--- config.mk ---
export PLATFORM = sky130hd
export DESIGN_NAME = down_count_timer
export DESIGN_NICKNAME = d
export VERILOG_FILES = /design/src/rtl/down_count_timer.sv
export SDC_FILE = /design/constraint.sdc
export NUM_CORES = 1
export LEC_CHECK = 0
export BUFFER_PORTS_ARGS = -buffer_cell sky130_fd_sc_hd__buf_2
export CAP_MARGIN = 40
export CORE_MARGIN = 2
export CORE_UTILIZATION = 40
export CTS_CLUSTER_DIAMETER = 120
export CTS_CLUSTER_SIZE = 20
export DETAILED_ROUTE_END_ITERATION = 8
export PLACE_DENSITY_LB_ADDON = 0.3
export SETUP_SLACK_MARGIN = 0.05
export SLEW_MARGIN = 40
export SYNTH_ARGS = -nofsm -noshare
export SYNTH_HDL_FRONTEND = slang
export SYNTH_SLANG_ARGS = --single-unit
--- constraint.sdc ---
create_clock -name Clk -period 3.7 [get_ports Clk]
set_input_delay 0.925 -clock Clk [delete_from_list [all_inputs] [get_ports Clk]]
set_output_delay 0.925 -clock Clk [all_outputs]
set_load 0.01 [all_outputs]
--- src/rtl/down_count_timer.sv ---
// down_count_timer
// Loadable 8-bit countdown timer with a prescaled step rate.
// The count runs to zero and holds there, raising a Done level and a one-cycle
// Tc pulse. The live count is shown on two active-low 7-segment digits.
module down_count_timer #(
    parameter int WIDTH    = 8,
    parameter int TICK_DIV = 4
) (
    input  logic             Clk,
    input  logic             Reset,
    input  logic             Load,
    input  logic [WIDTH-1:0] LoadValue,
    input  logic             Enable,
    output logic [WIDTH-1:0] Q,
    output logic             Done,
    output logic             Tc,
    output logic [6:0]       HEX0,
    output logic [6:0]       HEX1
);

    // The prescaler needs at least one bit even when every cycle is a tick.
    localparam int PW = (TICK_DIV > 1) ? $clog2(TICK_DIV) : 1;
    localparam logic [PW-1:0] PRE_LAST = PW'(TICK_DIV - 1);

    typedef enum logic [1:0] {
        IDLE  = 2'd0,
        RUN   = 2'd1,
        PAUSE = 2'd2,
        DONE  = 2'd3
    } state_t;

    state_t           state_reg;
    logic [WIDTH-1:0] q_reg;
    logic [PW-1:0]    pre_reg;
    logic             done_reg;
    logic             tc_reg;

    // True when the next tick is the final step down to zero. A zero count is
    // folded in so the counter can never wrap below zero.
    logic             last_step;
    assign last_step = (q_reg == WIDTH'(1)) || (q_reg == '0);

    // Timer state machine: reset, then load, then the enabled count step.
    // Enable acts directly on the edge it is sampled, so a paused timer that
    // sees Enable high advances its held prescaler on that same edge.
    always_ff @(posedge Clk) begin
        if (Reset) begin
            state_reg <= IDLE;
            q_reg     <= '0;
            pre_reg   <= '0;
            done_reg  <= 1'b0;
            tc_reg    <= 1'b0;
        end else begin
            tc_reg <= 1'b0;
            if (Load) begin
                q_reg   <= LoadValue;
                pre_reg <= '0;
                if (LoadValue == '0) begin
                    state_reg <= DONE;
                    done_reg  <= 1'b1;
                end else begin
                    state_reg <= Enable ? RUN : PAUSE;
                    done_reg  <= 1'b0;
                end
            end else begin
                case (state_reg)
                    RUN, PAUSE: begin
                        if (Enable) begin
                            state_reg <= RUN;
                            if (pre_reg == PRE_LAST) begin
                                pre_reg <= '0;
                                if (last_step) begin
                                    q_reg     <= '0;
                                    tc_reg    <= 1'b1;
                                    done_reg  <= 1'b1;
                                    state_reg <= DONE;
                                end else begin
                                    q_reg <= q_reg - 1'b1;
                                end
                            end else begin
                                pre_reg <= pre_reg + 1'b1;
                            end
                        end else begin
                            // Freeze count and prescaler; no step on this edge.
                            state_reg <= PAUSE;
                        end
                    end
                    default: begin
                        // IDLE and DONE hold until a load or reset.
                        state_reg <= state_reg;
                    end
                endcase
            end
        end
    end

    assign Q    = q_reg;
    assign Done = done_reg;
    assign Tc   = tc_reg;

    // Active-low segment pattern for one hex nibble, bit 0 = segment a.
    function automatic logic [6:0] seg7(input logic [3:0] nib);
        logic [6:0] s;
        case (nib)
            4'h0: s = 7'b1000000;
            4'h1: s = 7'b1111001;
            4'h2: s = 7'b0100100;
            4'h3: s = 7'b0110000;
            4'h4: s = 7'b0011001;
            4'h5: s = 7'b0010010;
            4'h6: s = 7'b0000010;
            4'h7: s = 7'b1111000;
            4'h8: s = 7'b0000000;
            4'h9: s = 7'b0010000;
            4'hA: s = 7'b0001000;
            4'hB: s = 7'b0000011;
            4'hC: s = 7'b1000110;
            4'hD: s = 7'b0100001;
            4'hE: s = 7'b0000110;
            default: s = 7'b0001110;
        endcase
        return s;
    endfunction

    // The display always covers an 8-bit view of the count.
    logic [7:0]      q_hex;
    logic [1:0][6:0] hex_digits;
    assign q_hex = 8'(q_reg);

    // One decoder per displayed nibble, driven straight from the count register.
    for (genvar gi = 0; gi < 2; gi++) begin : g_hex
        assign hex_digits[gi] = seg7(q_hex[gi*4 +: 4]);
    end

    assign HEX0 = hex_digits[0];
    assign HEX1 = hex_digits[1];

endmodule

==> results.json <==
{
  "r2r-end": "HEX1[1]$_DFF_P_",
  "grt_pass1_wl_um": 7058,
  "synth_edf_count": 0,
  "outcome": "complete, no violations",
  "clkTransAtPathRegs_ps": 100,
  "floorplan.rows": 24,
  "worst_pin_slew_ps": 673.8,
  "relSlewSlack": 0.5467,
  "grt_max_degree": 23,
  "r2r_cells": 9,
  "ctsResizeCount": 0,
  "grt_overflow": 0,
  "setup_viol_count_final": 0,
  "top_usage_layer": "met2",
  "synth.top_cells.by_count": "dfxtp_1 (28), ha_1 (15), inv_1 (12), nand2_1 (12), nor2_1 (11)",
  "cts.sinks": 28,
  "met2_usage": 0.2725,
  "syn_avg_cell_area_um2": 8.623,
  "syn_inst": 204,
  "powerDensity_nw_per_um2": 368.7,
  "grt_use_met1": 0.2478,
  "seq_area_frac_synth": 0.3186,
  "r2r-start": "pre_reg[0]$_SDFFE_PP0P_",
  "r2r_setup_slack_ps": 700,
  "hp-start": "pre_reg[0]$_SDFFE_PP0P_",
  "dp_cells": 285,
  "critPathMaxFanout": 7,
  "fp.dieW_um": 70.32,
  "syn2layout_area_growth_pct": 16.64,
  "critPathCaptureType": "flop",
  "worst_clock_skew_ps": 7.149,
  "cts_inserted_buffers": 3,
  "final-max-slew-violation-count": 0,
  "ff_latch_area_um2": 560.5,
  "synthesis.nets": 231,
  "fin_area_um2": 2052,
  "finalNonFillerCells": 289,
  "cp.arrival_ps": 3390,
  "ant_nets": 0,
  "netlist_area_um2": 1759,
  "first_iter_violations": 102,
  "synth_top_area_share": 0.3186,
  "largest_reg_flops": 8,
  "grt_util_all_layers": 0.1747,
  "drive_gt1_frac": 0.2278,
  "leakage_nw": 0.8999,
  "htree_levels": 1,
  "rsz0062_at_grt": "false",
  "drc_errors": 0,
  "numPortBuffers": 35,
  "worstSetupPathType": "input port to flop",
  "cp.required_ps": 3920,
  "cp-start-kind": "input port",
  "fp.dieH_um": 70.32,
  "antenna_found_initial": 0,
  "insertion_delay_ps": 280,
  "firstDrtPassIters": 4,
  "grt_pass1_vias": 1477,
  "yosys_warnings": 0,
  "ys.flop_type": "dfxtp_1",
  "place_area_um2": 1981,
  "finalCritPeriodShare": 0.8576,
  "final_nets": 265,
  "post-cts-setup-buffers": 0,
  "setup_tns_ps": 0,
  "cts-root-buf": "clkbuf_8",
  "fmax_ghz": 0.3151,
  "ys_ff_latch": 28,
  "fillers": 439,
  "whs_path_depth": 2,
  "gp_congestion": 0.8347,
  "wl_per_cell_um": 14.32,
  "min_period_ps": 3173,
  "cts_max_path_buffers": 2,
  "hold_end": "pre_reg[0]$_SDFFE_PP0P_",
  "totalWireLength_um": 4139,
  "ir_drop_mv": 0.1310,
  "use_met3": 0.02742,
  "holdBufCountCts": 0,
  "yosysTopAreaCell": "dfxtp_1",
  "cts_tree": "yes",
  "io_pins": 36,
  "vias": 1609,
  "synth_most_common_cell": "dfxtp_1",
  "multi_input_area_um2": 1097,
  "synth.area.top_cells": "dfxtp_1 (32%), ha_1 (11%), mux2i_1 (3.4%), nor3_1 (2.8%), o21ai_0 (2.8%)",
  "viasPerCell": 5.567,
  "hold_viol": 0,
  "die_area_um2": 4944,
  "core_area_um2": 4294,
  "synthArstFlopShare": 0,
  "diodes": 0,
  "dp_hpwl_um": 3173,
  "hp-class": "flop to flop",
  "max_cap_viol_count": 0,
  "ys_types": 58,
  "initial_core_util": 0.4097
}
-- layout make-up --
| class | count | area share |
|---|---|---|
| clock buffer | 3 | 0.02012 |
| clock inverter | 1 | 0.01463 |
| inverter | 14 | 0.02561 |
| multi-input combinational | 152 | 0.5348 |
| sequential | 28 | 0.2732 |
| tap | 52 | 0.03171 |
| timing repair buffer | 39 | 0.1000 |
-- critical path: stages --
cell and delay [ps]:
buf_2 130, nand2_1 140, or3_1 470, o41a_1 500
nor4_2 320, inv_1 180, ha_1 320, or2_2 270
o2bb2ai_1 130
-- cell families after synthesis --
family	count (synthesis)	share of synthesized area
buf+inv	24	0.05760
simple gates	71	0.2212
flops	28	0.3186
fa+ha+maj	16	0.1124
xor+xnor	3	0.01494
mux	7	0.04694
compound gates	55	0.2283
-- where the power goes --
part,internal (mW),leakage [nW],switching [mW]
clock network,0.145,0.0357,0.0990
logic,0.0718,0.633,0.103
registers,0.324,0.231,0.0135
-- stage by stage --
stage | power, mW | setup slack (ps) | hold slack (ps) | utilization
global placement | 0.5173 | 312.2 | 524.0 | 0.4612
finish | 0.7566 | 526.8 | 547.4 | 0.4779
detailed placement | 0.5187 | 256.7 | 539.1 | 0.4612
global route | 0.8000 | 320.0 | 582.5 | 0.4779
CTS | 0.7656 | 537.2 | 558.3 | 0.4779
floorplan | 0.4637 | 595.4 | 508.4 | -
-- layer usage --
layer / vias up / wire length [um]
met5: - / 0
met4: 0 / 51
met3: 5 / 194
met2: 37 / 1812
met1: 747 / 2080
li1: 820 / -
-- layout by cell type (no fill, tap or decap), drive strengths merged, types with 5 or more instances in the layout --
master,synthesis,layout
inv,13,13
nand2,12,12
dfxtp,28,28
nor3,10,10
nor2,11,11
nand3,6,6
nor4,5,5
ha,15,15
o211ai,5,5
a31oi,5,5
o21ai,10,10
a21oi,8,8
buf,4,39
mux2i,6,6
-- worst max-delay path by stage --
stage            from  cells after the start               to
6_report       Enable                      9  HEX1[1]$_DFF_P_
5_1_grt        Enable                      9  HEX1[1]$_DFF_P_
4_1_cts        Enable                      9  HEX1[1]$_DFF_P_
3_5_place_dp   Enable                      9  HEX1[1]$_DFF_P_
3_3_place_gp   Enable                      9  HEX0[3]$_DFF_P_
2_1_floorplan  Enable                      8  HEX0[3]$_DFF_P_
No activity file was read; power rests on OpenSTA's default activity.
